===== config.mk =====
export PLATFORM = sky130hd
export DESIGN_NAME = serial_frame_receiver
export DESIGN_NICKNAME = d
export VERILOG_FILES = /design/src/rtl/serial_pkg.sv /design/src/rtl/sipo_shift_reg.sv /design/src/rtl/serial_frame_receiver.sv
export SDC_FILE = /design/constraint.sdc
export NUM_CORES = 1
export LEC_CHECK = 0
export CELL_PAD_IN_SITES_DETAIL_PLACEMENT = 0
export CELL_PAD_IN_SITES_GLOBAL_PLACEMENT = 1
export CORE_UTILIZATION = 40
export DETAILED_ROUTE_END_ITERATION = 10
export PLACE_DENSITY_LB_ADDON = 0.1
export SLEW_MARGIN = 5
export SYNTH_ARGS = -nofsm -noshare
export SYNTH_HDL_FRONTEND = slang
export SYNTH_SLANG_ARGS = --single-unit

===== constraint.sdc =====
create_clock -name clk -period 1.95 [get_ports clk]
set_input_delay 0.39 -clock clk [delete_from_list [all_inputs] [get_ports clk]]
set_output_delay 0.39 -clock clk [all_outputs]
set_load 0.02 [all_outputs]

===== src/rtl/serial_pkg.sv =====
// Shared definitions for the serial link: receiver FSM encoding and bit-order codes
// that the transmitter side uses as well.
package serial_pkg;

    localparam logic [1:0] ST_IDLE = 2'd0;
    localparam logic [1:0] ST_DATA = 2'd1;
    localparam logic [1:0] ST_STOP = 2'd2;

    localparam logic DIR_LSB_FIRST = 1'b0;
    localparam logic DIR_MSB_FIRST = 1'b1;

endpackage


===== src/rtl/sipo_shift_reg.sv =====
// Serial-in/parallel-out shift datapath; the bit order is chosen per shift by dir.
module sipo_shift_reg
    import serial_pkg::*;
#(
    parameter int WIDTH = 4
) (
    input  logic             clk,
    input  logic             rst_n,
    input  logic             shift_en,
    input  logic             dir,
    input  logic             sin,
    output logic [WIDTH-1:0] q
);

    logic [WIDTH-1:0] r_q;

    // Shift register: MSB-first enters at bit 0, LSB-first enters at the top.
    always_ff @(posedge clk) begin
        if (!rst_n) begin
            r_q <= '0;
        end else if (shift_en) begin
            if (dir == DIR_MSB_FIRST) begin
                r_q <= {r_q[WIDTH-2:0], sin};
            end else begin
                r_q <= {sin, r_q[WIDTH-1:1]};
            end
        end else begin
            r_q <= r_q;
        end
    end

    assign q = r_q;

endmodule


===== src/rtl/serial_frame_receiver.sv =====
// Start/data/stop frame receiver with per-frame bit order, one-word output buffer
// on a valid/ready handshake, and single-cycle framing-error/overrun pulses.
module serial_frame_receiver
    import serial_pkg::*;
#(
    parameter int WIDTH = 4
) (
    input  logic             clk,
    input  logic             rst_n,
    input  logic             bit_en,
    input  logic             ser_in,
    input  logic             dir,
    output logic [WIDTH-1:0] data,
    output logic             valid,
    input  logic             ready,
    output logic             busy,
    output logic             frame_err,
    output logic             overrun
);

    localparam int CW = $clog2(WIDTH + 1);

    logic [1:0]       r_state;
    logic [1:0]       w_next_state;
    logic             r_dir_q;
    logic [CW-1:0]    r_bit_cnt;
    logic [WIDTH-1:0] w_shreg;
    logic [WIDTH-1:0] r_data;
    logic             r_valid;
    logic             r_frame_err;
    logic             r_overrun;

    logic             w_start;
    logic             w_shift_en;
    logic             w_last_bit;
    logic             w_commit;
    logic             w_drop;
    logic             w_bad_stop;
    logic             w_drain;

    sipo_shift_reg #(.WIDTH(WIDTH)) u_shreg (
        .clk      (clk),
        .rst_n    (rst_n),
        .shift_en (w_shift_en),
        .dir      (r_dir_q),
        .sin      (ser_in),
        .q        (w_shreg)
    );

    // FSM state register.
    always_ff @(posedge clk) begin
        if (!rst_n) begin
            r_state <= ST_IDLE;
        end else begin
            r_state <= w_next_state;
        end
    end

    // Next-state logic; everything advances only on bit_en.
    always_comb begin
        w_next_state = r_state;
        case (r_state)
            ST_IDLE: begin
                if (bit_en && !ser_in) begin
                    w_next_state = ST_DATA;
                end else begin
                    w_next_state = ST_IDLE;
                end
            end
            ST_DATA: begin
                if (bit_en && w_last_bit) begin
                    w_next_state = ST_STOP;
                end else begin
                    w_next_state = ST_DATA;
                end
            end
            ST_STOP: begin
                if (bit_en) begin
                    w_next_state = ST_IDLE;
                end else begin
                    w_next_state = ST_STOP;
                end
            end
            default: w_next_state = ST_IDLE;
        endcase
    end

    // Per-cycle control decodes for the datapath, buffer and flags.
    always_comb begin
        w_start    = 1'b0;
        w_shift_en = 1'b0;
        w_commit   = 1'b0;
        w_drop     = 1'b0;
        w_bad_stop = 1'b0;
        w_drain    = r_valid & ready;
        w_last_bit = (r_bit_cnt == CW'(WIDTH - 1));
        case (r_state)
            ST_IDLE: begin
                w_start = bit_en & ~ser_in;
            end
            ST_DATA: begin
                w_shift_en = bit_en;
            end
            ST_STOP: begin
                w_commit   = bit_en & ser_in & (~r_valid | ready);
                w_drop     = bit_en & ser_in & r_valid & ~ready;
                w_bad_stop = bit_en & ~ser_in;
            end
            default: begin
                w_start = 1'b0;
            end
        endcase
    end

    // Bit order capture and data-bit counter; the counter is cleared at each start.
    always_ff @(posedge clk) begin
        if (!rst_n) begin
            r_dir_q   <= DIR_LSB_FIRST;
            r_bit_cnt <= '0;
        end else if (w_start) begin
            r_dir_q   <= dir;
            r_bit_cnt <= '0;
        end else if (w_shift_en) begin
            r_bit_cnt <= r_bit_cnt + CW'(1);
        end else begin
            r_bit_cnt <= r_bit_cnt;
        end
    end

    // Holding buffer and one-cycle error pulses; a commit wins over a drain.
    always_ff @(posedge clk) begin
        if (!rst_n) begin
            r_data      <= '0;
            r_valid     <= 1'b0;
            r_frame_err <= 1'b0;
            r_overrun   <= 1'b0;
        end else begin
            r_frame_err <= w_bad_stop;
            r_overrun   <= w_drop;
            if (w_commit) begin
                r_data  <= w_shreg;
                r_valid <= 1'b1;
            end else if (w_drain) begin
                r_valid <= 1'b0;
            end else begin
                r_valid <= r_valid;
            end
        end
    end

    assign data      = r_data;
    assign valid     = r_valid;
    assign busy      = (r_state != ST_IDLE);
    assign frame_err = r_frame_err;
    assign overrun   = r_overrun;

endmodule


; Word level (Yosys, flattened, before mapping)
; Index checks and enable logic that the tools add are counted.
[totals]
regBits = 17
in_bits = 6
out_inout_bits = 8
word_cells = 41
[op_classes]
n_addsub = 1
n_eq_ne = 3
mux = 10
bitwise_logic = 11
reduce_logical = 8
[ops]
columns = op, count
row1 = 1-bit bitwise AND, 6
row2 = 1-bit 2-to-1 mux, 6
row3 = 2-bit one-hot mux with 3 select lines, 1
row4 = 2-bit 2-to-1 mux, 2
row5 = 4-bit 2-to-1 mux, 1
row6 = 1-bit NOT, 4
row7 = 2-bit nonzero test, 2
row8 = 3-bit by 1-bit adder with 3-bit output (second input constant), 1
row9 = 3-bit by 2-bit == test with 1-bit output (second input constant), 1
row10 = 2-bit by 1-bit == test with 1-bit output (second input constant), 1
row11 = 2-bit == test (second input constant), 1
row12 = 1-bit logical AND, 2
row13 = 2-bit logical NOT, 1
row14 = 2-bit AND reduction, 1
row15 = 2-bit OR reduction, 1
row16 = 1-bit logical NOT, 1
row17 = 1-bit bitwise OR, 1

; Logic depth before layout (Yosys ltp)
; Gate-level depths: netlist of the first run.
[depth]
ltp_word = 5
depth_mapped = 5
ltp_nobuf = 5

; Modules after synthesis
; From an unflattened synthesis of the first run, not the netlist that was laid out.
[unflattened]
hier_cells = 75
hier_area_um2 = 745.7
[modules_own_cells]
columns = mod, instances, cells_each, area_each_um2, seq_area_each_um2
row1 = serial_frame_receiver, 1, 58, 580.6, 260.2
row2 = sipo_shift_reg, 1, 17, 165.2, 80.1

; Least setup slack after synthesis of the first run
; OpenSTA, ideal clock, no wires.
[synth_path]
path_kind = reg2out
start = register r_state[0]
end = output busy
arrival_time_ps = 702
t_required_ps = 1560
slack_ps = 858
path_stages_with_launch = 2
path_buffers = 0
cell_sequence = dfxtp_1 or2_2
[synth_between]
elab_chain_len = 1
[synth_rtl]
columns = element, line_no
row1 = "start, declared", serial_frame_receiver.sv:23  ; logic [1:0] r_state;
row2 = "start signal, assigned", serial_frame_receiver.sv:55  ; r_state <= w_next_state;
row3 = 2-bit nonzero test, serial_frame_receiver.sv:153  ; assign busy = (r_state != ST_IDLE);
row4 = "end, declared", serial_frame_receiver.sv:16  ; output logic busy,
; No other way between the ends.

; Final worst setup path of the first run
; Same ends and word-level chain as after synthesis.

==> impl.org, run 1 <==
** Worst setup path
- Of all nets on the critical path, the largest fanout is 8.
- Setup CP Type :: register to output port
- For this design, the slowest cell found on the critical path is sky130_fd_sc_hd__clkdlybuf4s50_1.
- On the worst path, the slowest cell contributes a delay of ~0.53 ns.
- STA classifies the critical path startpoint as a register.
- The signal on the critical path passes through or2_2 > clkdlybuf4s50_1.
- Signal arrival time at the worst endpoint :: ~1.5 ns
- STA classifies the critical path endpoint as an output port.
- Critical path data required time :: between 1.5 and 2 ns

** Synthesis
- Number of flip-flops and latches in the synthesized netlist :: 17
- Averaged over all synthesized cells, the footprint is around 9.9 um2.
- Counting every net in the synthesized netlist gives 85.
- Count of warnings emitted by yosys :: 0
- The mapped netlist covers between 700 and 800 um2.
- Distinct cell type count of the synthesized netlist :: 25
- Synth Instances :: 77
- Sequential cell area fraction in the yosys report :: about 45%

** Floorplan
- Full die area :: between 0.002 and 0.0025 mm2
- Die outline width :: around 46 um
- 14 I/O pins were placed.
- Die height :: approximately 46 um
- The initialized floorplan defines 15 standard-cell rows.
- Once the floorplan was initialized, standard cells occupied 43.2% of the core.
- Placeable core region :: about 0.0018 mm2

** Cells and area
- Utilization of the core after routing :: a little over half
- Fraction of layout instances using a drive strength above 1 :: approximately 14%
- Most common library cell in the layout ignoring fill and taps :: sky130_fd_sc_hd__nand2_1
- For this run, the post-layout net count is slightly above 100.
- The repair_antennas step left the layout with diodes totalling 0.
- Area of combinational cells with multiple inputs :: roughly 400 um2
- From synthesis to final layout, the design area changed by 23.6%.
- The filler cells instantiated in the layout total roughly 180.
- Sequential cell area :: 343 um2
- Most used cells in the layout excluding fill and tap cells :: sky130_fd_sc_hd__nand2_1, sky130_fd_sc_hd__dfxtp_1, sky130_fd_sc_hd__clkdlybuf4s50_1

** Clocking
- Clock network latency to the later pin of the worst-skew pair :: 0.29 ns
- Total clock buffers created by CTS :: 3
- Clock tree from TritonCTS :: done
- Buffer type at the clock tree root :: sky130_fd_sc_hd__clkbuf_4
- Count of H-tree levels built during CTS :: 1
- After clock tree synthesis, the clock-pin slew on the worst setup and hold paths is 0.10 ns.
- The clock passes through at most 2 buffers.
- Post-CTS timing repair inserted 0 buffers for setup.
- Sink count of the clock tree :: 17

** Pwr
- Combinational logic burns between 9 and 10% of the power.
- Across the VDD grid, the largest voltage drop is ~0.7 mV.
- Static leakage power :: 0.000364 uW
- Proportion of total power due to net switching :: a little under a quarter
- Sequential fraction of design power :: between 50% and 60%
- Switching power of the nets :: about 150 uW
- Clock network fraction of design power :: between 30 and 40%
- Cell Int Power :: approximately 470 uW
- Overall power after layout :: a little over 600 uW
- In this run the power density over the cells is ~650 mW/mm2.

** Global route
- Antenna violations before repair :: 0
- For this run the aggregate overflow at the end of global routing stands at 0.
- Pin count of the biggest net entering global routing :: 13
- The via count of the first global-routing pass came to about 430.
- In the global route stage, overall resource usage came out at about 14%.
- The first global-routing pass estimated 1.99 mm of wire.

** Routing
- The count of nets left with antenna violations once routing finished came out at 0.
- Iter 0 DRT Violations :: 9
- Using the TritonRoute via totals, the vias-per-cell ratio works out to 4.75.
- Total number of vias :: between 500 and 600
- Total Routed Length :: 1.19 mm
- WL/cell :: just over 10 um
- For this run, design rule violations remaining after detail routing come to 0.
- The first TritonRoute pass finished after 4 iterations.

** STA
- Final Hold Violating Endpoints :: 0
- The worst path needs around 1.9 ns of the cycle, external delays included.
- RSZ-0062 raised after global routing :: no
- At the pin with the least slew margin, the transition time is between 0.2 and 0.3 ns.
- The final critical path takes up between 90 and 100% of the cycle.
- Max Slew Vio Count :: 0
- Setup slack closes at roughly 0.075 ns.
- Maximum clock skew at final layout :: around 0.0066 ns
- Setup violations remaining at the end of the flow were counted as 0.
- Hold slack :: ~0.46 ns
- Final-layout setup total negative slack :: 0 ns
- Max Clk Rate :: about 0.53 GHz
- In this run the tightest slew margin relative to its limit is 80.4%.

** Run
- Across the run, the number of max-cap violations was 0.

** Placement
- Final weighted congestion of routability-driven global placement :: 0.731
- The HPWL after detailed placement is approximately 850 um.
- Prior to clock tree synthesis, the placed netlist has a worst setup slack of around 0.21 ns.
- Buffers placed on the I/O ports in this run total 13.

** Run status
- Run status :: finished clean

** Min path
- Hold WC Path Type :: register to register
cell usage after synthesis:
| cell type | number | share of area, % |
|---|---|---|
| sky130_fd_sc_hd__o211a_1 | 4 | 5.3 |
| sky130_fd_sc_hd__nand4b_1 | 2 | 2.3 |
| sky130_fd_sc_hd__a21boi_1 | 2 | 2.0 |
| sky130_fd_sc_hd__nor2_2 | 1 | 0.82 |
| sky130_fd_sc_hd__nand2_1 | 16 | 7.9 |
| sky130_fd_sc_hd__nand2b_1 | 2 | 1.6 |
| sky130_fd_sc_hd__a31o_1 | 1 | 1.1 |
| sky130_fd_sc_hd__nor2b_1 | 1 | 0.82 |
| sky130_fd_sc_hd__a211oi_2 | 1 | 1.6 |
| sky130_fd_sc_hd__nor2_1 | 5 | 2.5 |
| sky130_fd_sc_hd__a21oi_1 | 1 | 0.66 |
| sky130_fd_sc_hd__and3b_4 | 1 | 1.6 |
| sky130_fd_sc_hd__nor4b_2 | 1 | 2.0 |
| sky130_fd_sc_hd__nor3b_1 | 2 | 2.0 |
| sky130_fd_sc_hd__mux2i_1 | 9 | 12 |
| sky130_fd_sc_hd__clkbuf_1 | 1 | 0.49 |
| sky130_fd_sc_hd__dfxtp_1 | 17 | 45 |
| sky130_fd_sc_hd__and3_1 | 1 | 0.82 |
| sky130_fd_sc_hd__inv_1 | 1 | 0.49 |
| sky130_fd_sc_hd__or2_2 | 1 | 0.82 |
| sky130_fd_sc_hd__buf_6 | 1 | 1.5 |
| sky130_fd_sc_hd__xnor2_1 | 1 | 1.1 |
| sky130_fd_sc_hd__ha_1 | 2 | 3.3 |
| sky130_fd_sc_hd__nor2_4 | 1 | 1.5 |
| sky130_fd_sc_hd__buf_2 | 2 | 1.3 |
critical path: cells and delay by family (launching register included):
family | cells | cell delay [ns]
flip-flops | 1 | 0.37
buffers and inverters | 1 | 0.53
AND/OR/NAND/NOR | 1 | 0.29
registers in the layout, indices dropped and copies added, names as in the netlist:
name       flops
r_dir_q        1
r_state        2
frame_err      1
data           4
r_bit_cnt      3
u_shreg.q      4
overrun        1
valid          1
cell type report:
cell class	count	area share, %
multi-input cells	55	41.7
flip-flops and latches	17	36.4
repair buffers	15	15.4
well taps	25	3.32
clock buffers	4	2.79
inverters	1	0.398
cell families (layout without fill, tap and decap cells):
kind of cell | after synthesis | count (layout) | synth area share [%]
AOI/OAI and AO/OA | 9 | 9 | 10.7
buffers and inverters | 5 | 20 | 3.78
and+or+nand+nor | 34 | 34 | 24.6
DFF | 17 | 17 | 44.7
xor gates and xnor gates | 1 | 1 | 1.15
muxes | 9 | 9 | 11.8
adders and majority gates | 2 | 2 | 3.28
timing repair:
action | CTS | global route
setup endpoints to repair | 0 | 1
hold buffers | 0 | 0
resized for setup | 0 | 2
metrics by stage:
stage | cell area [um2] | cells
after global routing | 942 | 117
after CTS | 940 | 117
after global placement | 913 | 113
after floorplan | 762 | 77
after detailed placement | 913 | 113
final | 942 | 117
per-layer routing:
layer	vias to the layer above	track usage, %	wire length [um]
li1	294	-	-
met1	247	20.1	644
met2	13	17.1	466
met3	2	7.14	66
met4	0	5.45	15
met5	-	0	0
worst paths after layout:
| check | to | startpoint | slack [ns] | depth (start not counted) |
|---|---|---|---|---|
| min | data[0] | data[0] | 0.46 | 2 |
| max reg2reg | data[3] | r_state[0] | 0.78 | 3 |
| max | busy | r_state[0] | 0.08 | 2 |
| min reg2reg | data[0] | data[0] | 0.46 | 2 |
power by group through the flow:
| stage | combinational [uW] | sequential (uW) | clock (uW) |
|---|---|---|---|
| 2_1_floorplan | 41.8 | 370 | 0 |
| 3_3_place_gp | 60.0 | 374 | 0 |
| 3_5_place_dp | 60.1 | 373 | 0 |
| 4_1_cts | 60.7 | 365 | 200 |
| 5_1_grt | 66.4 | 368 | 215 |
| 6_report | 59.7 | 366 | 189 |
(Power assumes the default switching activity.)
==> inputs of run 2 (changes only) <==
- CTS_CLUSTER_DIAMETER: not set -> 100
==> results of run 2 <==
The final DEF is identical to that of run 1; final timing and power are the same.
==> inputs of run 3 (changes only) <==
- CORE_MARGIN: not set -> 4
- PLACE_DENSITY: not set -> 0.8
- PLACE_DENSITY_LB_ADDON: 0.1 -> not set
==> impl.org, run 3 (synthesized netlist as in run 1, its figures left out) <==
** Clocking
- Count of H-tree levels built during CTS :: 1
- In this run, CTS created clock tree buffers numbering 3.
- CTS saw 17 sinks.
- The clock reaches the later pin of the worst-skew pair after about 0.28 ns.
- Maximum buffer depth of the clock tree :: 2
- Post-CTS Repair Setup Buffers :: 0
- Clock tree synthesis selected as its root buffer the cell sky130_fd_sc_hd__clkbuf_4.
- Clock tree from TritonCTS :: done
- Clock-pin slew was measured on the worst setup and hold paths at approximately 0.10 ns.

** Cells and area
- Sequential cell area :: 340 um2
- The library cell used most frequently in the layout, excluding fill and tap cells, is sky130_fd_sc_hd__dfxtp_1.
- The final layout contains 100 nets.
- The repair_antennas step left the layout with diodes totalling 0.
- The finished layout holds 116 standard cells, fillers aside.
- The layout has between 150 and 200 filler cells.
- Relative to the synthesized area, the layout overhead comes to 22.7%.
- Fraction of layout instances using a drive strength above 1 :: a little over a tenth
- Area of combinational cells with multiple inputs :: ~390 um2
- Leaving out fill and tap cells, the most frequent cells in the layout are sky130_fd_sc_hd__dfxtp_1, sky130_fd_sc_hd__nand2_1, sky130_fd_sc_hd__clkdlybuf4s50_1.

** Pwr
- Power spread over the standard cell area amounts to 652 mW/mm2.
- In this run the static leakage power is 0.000373 uW.
- IR analysis of the VDD net gives a maximum drop of around 0.36 mV.

** STA
- Final Hold Violating Endpoints :: 0
- Derived from the worst setup path, the maximum achievable clock frequency is between 0.6 and 0.7 GHz.
- The final count of pins violating max slew came to 0.
- Setup repair after global routing left no endpoint under its margin.
- Measured against its own limit, the worst slew margin works out to roughly 80%.
- Setup violation total in the final timing report :: 0
- Final worst-path cycle share :: between 80% and 90%
- After routing, the total negative slack on setup checks comes to 0 ns.
- Clock skew on the completed layout was measured at 0.00558 ns.
- Transition time of the tightest slew-check pin :: just under 0.3 ns
- The smallest clock period supported by the final layout is computed as about 1.6 ns.

** Worst setup path
- For the worst setup path, the data arrival time is ~1.2 ns.
- Data on the critical path is required at its endpoint by around 1.6 ns.
- The slowest stage of the critical path is the sky130_fd_sc_hd__clkdlybuf4s50_1 cell.
- The number of buffers and inverters on the critical path is 1.
- Kind of cell adding the most delay to the critical path :: buffers and inverters
- Critical Path Sink Type :: output port
- Crit start category :: register
- Along the worst path, the maximum fanout reaches 2.
- Delay contributed by the slowest stage of the critical path :: 0.61 ns
- Traced cell by cell, the critical path runs through clkdlybuf4s50_1.
- The worst setup path is of the register to output port kind.

** Routing
- Total number of vias :: 543
- First-pass iteration count of the detailed router :: 3
- Iter 0 DRT Violations :: 4
- Remaining antenna violation count :: 0
- DR DRC count :: 0
- In the routed layout, each cell is associated on average with a via count of 4.68.
- Dividing the detail-routed wire length by the instance count gives about 11 um.
- For this block, the routed nets add up to around 1.3 mm of wire.

** Floorplan
- Die outline width :: between 50 and 60 um
- The die covers approximately 0.0027 mm2.
- Starting utilization of the core area :: between 40% and 50%
- Die height :: 51.6 um
- Pin placement for this block handled 14 I/O pins.
- The initialized floorplan defines 15 standard-cell rows.
- The core region is around 0.0018 mm2.

** Global route
- For this run, the total global-route usage over all layers was measured as around an eighth.
- The number of antenna violations at the first check in global routing came to 0.
- Number of global-route vias before repair :: approximately 530
- The first global-routing pass estimated 2.37 mm of wire.
- Pin count of the biggest net entering global routing :: 21
- Summed over all layers, the global routing overflow is 0.

** Run
- Number of max-capacitance violations reported :: 0

** Placement
- At the end of routability-driven placement, the weighted congestion stood at between 0.6 and 0.7.
- Inst Count DP :: about 110
- Number of buffer cells added on primary ports :: 13
- Summed over all nets, the half-perimeter wirelength after detailed placement is ~910 um.

** Min path
- Hold WC Path Type :: register to register

** Run status
- The flow ran to the end, and the final reports show no timing, DRC or antenna violations.
==> run 3: metrics by stage <==
| step | utilization (%) | instance area (um2) | total power, uW | setup slack (ns) | hold WS (ns) |
|---|---|---|---|---|---|
| CTS | 52.8 | 932 | 618 | 0.0347 | 0.464 |
| global route | 53.0 | 935 | 642 | 0.245 | 0.493 |
| global placement | 51.3 | 906 | 432 | 0.205 | 0.445 |
| floorplan | - | 762 | 412 | 0.858 | 0.451 |
| finish | 53.0 | 935 | 609 | 0.326 | 0.460 |
| detailed placement | 51.3 | 906 | 433 | 0.207 | 0.450 |
==> run 3: area by class of cell <==
type	count	share of cell area [%]
Inverter	1	0.402
Timing Repair Buffer	14	15.0
Clock buffer	4	2.81
Tap cell	25	3.35
Sequential cell	17	36.4
Multi-Input combinational cell	55	42.0
==> run 3: worst reg2reg max path, cell delays in order, from the launching register on <==
cell and delay [ns]:
sky130_fd_sc_hd__dfxtp_1 0.46, sky130_fd_sc_hd__nand4b_1 0.24, sky130_fd_sc_hd__nor2_4 0.25, sky130_fd_sc_hd__mux2i_1 0.20
==> run 3: worst paths after layout <==
kind	endpoint	slack, ns	startpoint	cells past startpoint
setup / recovery	data[2]	0.33	data[2]	1
hold / removal	data[1]	0.46	data[1]	2
setup reg to reg	data[0]	0.73	r_state[1]	3
hold reg to reg	data[1]	0.46	data[1]	2
==> run 3: per-layer routing <==
layer	routed length [um]	track usage, %	vias up
met3	57	2.01	4
li1	-	-	292
met2	527	16.1	11
met1	668	16.3	236
met4	37	9.17	0
met5	0	0	-
==> run 3: repair_timing <==
| action | 4_1_cts | 5_1_grt |
|---|---|---|
| gates resized for setup | 0 | 1 |
| setup endpoints to repair | 0 | 1 |
| hold buffers | 0 | 0 |
==> run 3: power breakdown <==
| part | switching [uW] | leakage, uW | internal (uW) |
|---|---|---|---|
| clock | 106 | 0.0000150 | 79.4 |
| combinational | 26.9 | 0.000221 | 31.4 |
| sequential | 9.97 | 0.000138 | 356 |
